File: src/rtl/fixed_divide_q8_8_seq.sv
// Sequential signed Q8.8 divider: restoring division on magnitudes, one quotient
// bit per clock, followed by sign application and saturation to the Q8.8 range.
module fixed_divide_q8_8_seq #(
  parameter int WIDTH = 16,
  parameter int FRAC  = 8
) (
  input  logic                    clk,
  input  logic                    rst,
  input  logic                    start,
  input  logic signed [WIDTH-1:0] in1,
  input  logic signed [WIDTH-1:0] in2,
  output logic                    busy,
  output logic                    done,
  output logic signed [WIDTH-1:0] out1,
  output logic                    ovf,
  output logic                    dz
);

  localparam int QW = WIDTH + FRAC;   // quotient / shifted-dividend width
  localparam int MW = WIDTH + 1;      // magnitude width, holds |-2^(WIDTH-1)| exactly
  localparam int RW = WIDTH + 2;      // partial remainder plus one shift bit
  localparam int CW = $clog2(QW + 1);

  localparam logic [QW-1:0]    POS_LIM = QW'((64'd1 << (WIDTH - 1)) - 64'd1);
  localparam logic [QW-1:0]    NEG_LIM = QW'(64'd1 << (WIDTH - 1));
  localparam logic [WIDTH-1:0] SAT_MAX = {1'b0, {(WIDTH-1){1'b1}}};
  localparam logic [WIDTH-1:0] SAT_MIN = {1'b1, {(WIDTH-1){1'b0}}};

  typedef enum logic [1:0] {
    IDLE = 2'd0,
    CALC = 2'd1,
    FIN  = 2'd2
  } state_t;

  state_t           state_q, state_d;
  logic [CW-1:0]    cnt_q, cnt_d;
  logic [QW-1:0]    dvd_q, dvd_d;
  logic [RW-1:0]    rem_q, rem_d;
  logic [QW-1:0]    quot_q, quot_d;
  logic [MW-1:0]    dvs_q, dvs_d;
  logic             sign_q, sign_d;
  logic             neg1_q, neg1_d;
  logic             zdiv_q, zdiv_d;
  logic             busy_q, busy_d;
  logic             done_q, done_d;
  logic [WIDTH-1:0] out1_q, out1_d;
  logic             ovf_q, ovf_d;
  logic             dz_q, dz_d;

  logic [RW-1:0]    rem_sh;
  logic [MW-1:0]    mag1;
  logic [WIDTH:0]   sat_res;

  function automatic logic [MW-1:0] abs_mag(input logic signed [WIDTH-1:0] x);
    logic signed [MW-1:0] ext;
    ext = {x[WIDTH-1], x};
    return ext[MW-1] ? $unsigned(-ext) : $unsigned(ext);
  endfunction

  // Returns {ovf, value}; a zero magnitude yields zero regardless of sign.
  function automatic logic [WIDTH:0] saturate(input logic neg, input logic [QW-1:0] mag);
    logic [QW-1:0] neg_mag;
    neg_mag = -mag;
    if (!neg) begin
      if (mag > POS_LIM) return {1'b1, SAT_MAX};
      return {1'b0, mag[WIDTH-1:0]};
    end
    if (mag > NEG_LIM) return {1'b1, SAT_MIN};
    return {1'b0, neg_mag[WIDTH-1:0]};
  endfunction

  assign mag1    = abs_mag(in1);
  assign rem_sh  = {rem_q[RW-2:0], dvd_q[QW-1]};
  assign sat_res = saturate(sign_q, quot_q);

  always_comb begin
    state_d = state_q;
    cnt_d   = cnt_q;
    dvd_d   = dvd_q;
    rem_d   = rem_q;
    quot_d  = quot_q;
    dvs_d   = dvs_q;
    sign_d  = sign_q;
    neg1_d  = neg1_q;
    zdiv_d  = zdiv_q;
    busy_d  = busy_q;
    done_d  = 1'b0;
    out1_d  = out1_q;
    ovf_d   = ovf_q;
    dz_d    = dz_q;

    unique case (state_q)
      IDLE: begin
        if (start) begin
          dvd_d   = QW'({mag1, {FRAC{1'b0}}});
          dvs_d   = abs_mag(in2);
          sign_d  = in1[WIDTH-1] ^ in2[WIDTH-1];
          neg1_d  = in1[WIDTH-1];
          zdiv_d  = (in2 == '0);
          rem_d   = '0;
          quot_d  = '0;
          cnt_d   = '0;
          busy_d  = 1'b1;
          state_d = CALC;
        end
      end
      CALC: begin
        if (rem_sh >= RW'(dvs_q)) begin
          rem_d  = rem_sh - RW'(dvs_q);
          quot_d = {quot_q[QW-2:0], 1'b1};
        end else begin
          rem_d  = rem_sh;
          quot_d = {quot_q[QW-2:0], 1'b0};
        end
        dvd_d = {dvd_q[QW-2:0], 1'b0};
        cnt_d = cnt_q + CW'(1);
        if (cnt_q == CW'(QW - 1)) state_d = FIN;
      end
      FIN: begin
        if (zdiv_q) begin
          out1_d = neg1_q ? SAT_MIN : SAT_MAX;
          ovf_d  = 1'b0;
          dz_d   = 1'b1;
        end else begin
          out1_d = sat_res[WIDTH-1:0];
          ovf_d  = sat_res[WIDTH];
          dz_d   = 1'b0;
        end
        done_d  = 1'b1;
        busy_d  = 1'b0;
        state_d = IDLE;
      end
      default: state_d = IDLE;
    endcase
  end

  always_ff @(posedge clk) begin
    if (!rst) begin
      state_q <= IDLE;
      cnt_q   <= '0;
      dvd_q   <= '0;
      rem_q   <= '0;
      quot_q  <= '0;
      dvs_q   <= '0;
      sign_q  <= 1'b0;
      neg1_q  <= 1'b0;
      zdiv_q  <= 1'b0;
      busy_q  <= 1'b0;
      done_q  <= 1'b0;
      out1_q  <= '0;
      ovf_q   <= 1'b0;
      dz_q    <= 1'b0;
    end else begin
      state_q <= state_d;
      cnt_q   <= cnt_d;
      dvd_q   <= dvd_d;
      rem_q   <= rem_d;
      quot_q  <= quot_d;
      dvs_q   <= dvs_d;
      sign_q  <= sign_d;
      neg1_q  <= neg1_d;
      zdiv_q  <= zdiv_d;
      busy_q  <= busy_d;
      done_q  <= done_d;
      out1_q  <= out1_d;
      ovf_q   <= ovf_d;
      dz_q    <= dz_d;
    end
  end

  assign busy = busy_q;
  assign done = done_q;
  assign out1 = out1_q;
  assign ovf  = ovf_q;
  assign dz   = dz_q;

endmodule

File: config.mk
export PLATFORM = sky130hd
export DESIGN_NAME = fixed_divide_q8_8_seq
export DESIGN_NICKNAME = d
export VERILOG_FILES = /design/src/rtl/fixed_divide_q8_8_seq.sv
export SDC_FILE = /design/constraint.sdc
export NUM_CORES = 1
export LEC_CHECK = 0
export ABC_AREA = 0
export CORE_MARGIN = 2
export CORE_UTILIZATION = 58
export CTS_BUF_LIST = sky130_fd_sc_hd__clkbuf_16
export DETAILED_ROUTE_END_ITERATION = 8
export PLACE_DENSITY = 0.81
export SLEW_MARGIN = 20
export SYNTH_ARGS = -nofsm -noshare
export SYNTH_HDL_FRONTEND = slang
export SYNTH_SLANG_ARGS = --single-unit
export TNS_END_PERCENT = 50
File: constraint.sdc
create_clock -name clk -period 3 [get_ports clk]
set_clock_uncertainty 0.1 [all_clocks]
set_input_delay 0.75 -clock clk [delete_from_list [all_inputs] [get_ports clk]]
set_output_delay 0.75 -clock clk [all_outputs]
set_load 0.02 [all_outputs]
==> flow_summary.json <==
{
  "fp.dieH_microns": 103,
  "syn_nets": 734,
  "synthAdderAreaFrac": 0.0496,
  "hpwlAfterDp_microns": 9770,
  "grt_use_total": 0.263,
  "synthMuxAreaShare": 0.0316,
  "swShare": 0.386,
  "first_global_vias": 4857,
  "cts_max_level": 3,
  "postCtsHoldBufs": 0,
  "end_kind": "register",
  "first_pass_iters": 5,
  "postSynthCellCount": 677,
  "period_minus_slack_ps": 2830,
  "die_w_microns": 103,
  "post-cts-setup-buffers": 0,
  "ys.flop_type": "dfxtp_1",
  "root_buffer": "clkbuf_16",
  "grt_max_degree": 44,
  "drt-wirelength-per-cell_microns": 15.7,
  "ir_drop_uv": 503,
  "worstMarginPinSlew_ps": 829,
  "drtIter0Drc": 276,
  "worstHoldPathType": "reg -> reg",
  "slew_headroom": 0.446,
  "syn_area_sq_um": 5710,
  "crit_fanout": 18,
  "postSynth.asyncResetShare": 0,
  "layout-drive-gt1-share": 0.0781,
  "syn_avg_cell_area_sq_um": 8.43,
  "synth.distinct_cells": 56,
  "gp_congestion": 0.907,
  "cts_buffer_depth": 2,
  "fin_crit_sh": 0.944,
  "drv_cap": 0,
  "clock-sinks": 104,
  "pwr-share-comb": 0.494,
  "portBuffers": 54,
  "antenna_found_initial": 0,
  "cts_buffers": 9,
  "crit_arrival_ps": 3000,
  "setup_viol": 0,
  "finalSetupTns_ps": 0,
  "holdPathStages": 2,
  "synth_area_leaders": "dfxtp_1 36%, o21ai_0 5.1%, ha_1 4.6%",
  "crit_required_ps": 3170,
  "diodes": 0,
  "path_clk_slew_ps": 70,
  "synthXorXnorAreaFrac": 0.0737,
  "critPathKind": "reg -> reg",
  "vias_per_cell": 6.00,
  "p_switching_w": 0.00217,
  "antenna_left": 0,
  "globalRouteOverflowTotal": 0,
  "num_vias": 5176,
  "yosys.area.top_type_share": 0.365,
  "post-route-drc-count": 0,
  "internal_power_w": 0.00345,
  "cts_tree": "yes",
  "layout_common_cells": "103 x dfxtp_1, 59 x nand2_1, 58 x o21ai_0",
  "yosysTopAreaCell": "dfxtp_1",
  "grt_setup_unrepaired": "no",
  "slew_violations": 0,
  "seq_area_frac_synth": 0.365,
  "hold_ws_ps": 355,
  "wirelength_microns": 13600,
  "nNetsFinal": 782,
  "core-area_sq_um": 9640,
  "synth-simple-area-share": 0.177,
  "slowest_delay_ps": 540,
  "status": "completed",
  "power_density_nw_per_um2": 830,
  "synth_enable_flop_cells": 0,
  "final_common_cell": "dfxtp_1",
  "ff2ff_path_depth": 11,
  "io_pins": 55,
  "start_kind": "register",
  "crit_chain": "inv_1 > ha_1 > fa_1 > nand2b_1 > a21oi_2 > o21ai_0 > a31oi_1 > nor3_2 > buf_12 > or4b_1 > o21ai_1",
  "leakage_nw": 2.71,
  "synth_top_family_by_area": "compound AO/OA/AOI/OAI gates",
  "fmax_mhz": 353,
  "synth-seq-cells": 104,
  "initial_core_util": 0.592,
  "grt_pass1_wl_microns": 22400,
  "synth_compound_area_frac": 0.253,
  "power_frac_clock": 0.215,
  "synth.yosys.warnings": 0,
  "seq_power_share": 0.291,
  "hold_violations": 0,
  "area_delta_synth_final_pct": 18.7,
  "slowest_stage": "or4b_1",
  "clkLatencyLatePin_ps": 350,
  "rows": 36,
  "dieArea_sq_um": 10600
}
-- cells by family after synthesis --
group / after synthesis
AO/OA/AOI/OAI: 213
AND/OR/NAND/NOR: 200
flip-flops: 104
buffers and inverters: 72
XOR/XNOR: 48
adder cells (fa/ha/maj): 22
multiplexers: 18
-- synthesized netlist by cell type, drive strengths merged (2+ instances only) --
cell type	count
ha	21
nand2	60
nor2b	8
clkbuf	36
o41ai	2
nand2b	11
o21a	6
a22o	24
nand4b	3
nand4	10
mux2i	18
xnor2	20
or2	4
a21oi	33
or4	4
dfxtp	104
o211ai	2
a222oi	6
nor3	12
nor4	12
a31oi	10
o22ai	3
a21o	3
o21ai	59
a32oi	3
o21bai	4
o211a	6
and2	3
inv	29
a22oi	11
o31ai	12
o221ai	6
or3	8
nand3	10
xor2	28
a311oi	3
buf	7
a211oi	17
nor2	53
-- critical path, delay by kind of cell, from the launching register on --
kind	cells	cell delay [ps]
AOI/OAI and AO/OA	4	610
adders and majority gates	2	630
buffers and inverters	2	240
DFF	1	350
and+or+nand+nor	3	830
-- layer usage --
| metal | up-vias | share of wire | track usage | routed length (microns) |
|---|---|---|---|---|
| li1 | 2572 | - | - | - |
| met1 | 2416 | 0.45 | 0.342 | 6070 |
| met2 | 174 | 0.49 | 0.452 | 6630 |
| met3 | 14 | 0.054 | 0.0363 | 734 |
| met4 | 0 | 0.011 | 0.0860 | 144 |
| met5 | - | 0 | 0 | 0 |
-- power by group through the flow --
stage	combinational (W)	clock (W)	sequential, W
floorplan	0.00205	0	0.00162
global placement	0.00264	0	0.00166
detailed placement	0.00270	0	0.00166
CTS	0.00273	0.00122	0.00163
global route	0.00305	0.00126	0.00165
finish	0.00277	0.00121	0.00164
-- cell type report --
type                            instances  area [sq um]
Multi-Input combinational cell        501          3350
Fill cell                             790          2870
Sequential cell                       104          2080
Timing Repair Buffer                   80           761
Clock buffer                            9           225
Tap cell                              133           166
Inverter                               29           109
Clock inverter                          7          77.6
-- registers in the layout (all words and copies together), names as in the netlist, 2 cells and up --
signal   flops
state_q      2
out1        16
dvs_q       17
dvd_q       16
rem_q       17
cnt_q        5
quot_q      24
-- repair_timing --
action                                 CTS  global route
resized for setup                        0             3
endpoints found under the hold margin    0             0
setup endpoints to repair                0             2
-- final timing paths --
check                         startpoint                      to  slack (ps)
setup reg to reg  dvd_q[23]$_SDFFE_PN0P_  rem_q[13]$_SDFFE_PN0P_         170
setup / recovery  dvd_q[23]$_SDFFE_PN0P_  rem_q[13]$_SDFFE_PN0P_         170
hold reg to reg          dz$_SDFFE_PN0P_         dz$_SDFFE_PN0P_         360
hold / removal           dz$_SDFFE_PN0P_         dz$_SDFFE_PN0P_         360
-- per-stage QoR --
| stage | cell area, sq um | power, W | util | std cells | worst slack (ps) |
|---|---|---|---|---|---|
| floorplan | 5710 | 0.00367 | - | 677 | 482 |
| CTS | 6760 | 0.00558 | 0.702 | 863 | 84.5 |
| global route | 6770 | 0.00596 | 0.703 | 863 | 23.2 |
| global placement | 6460 | 0.00429 | 0.670 | 847 | -53.6 |
| detailed placement | 6460 | 0.00437 | 0.670 | 847 | -182 |
| finish | 6770 | 0.00562 | 0.703 | 863 | 167 |
Note: power is estimated with default switching activity, not from simulation.
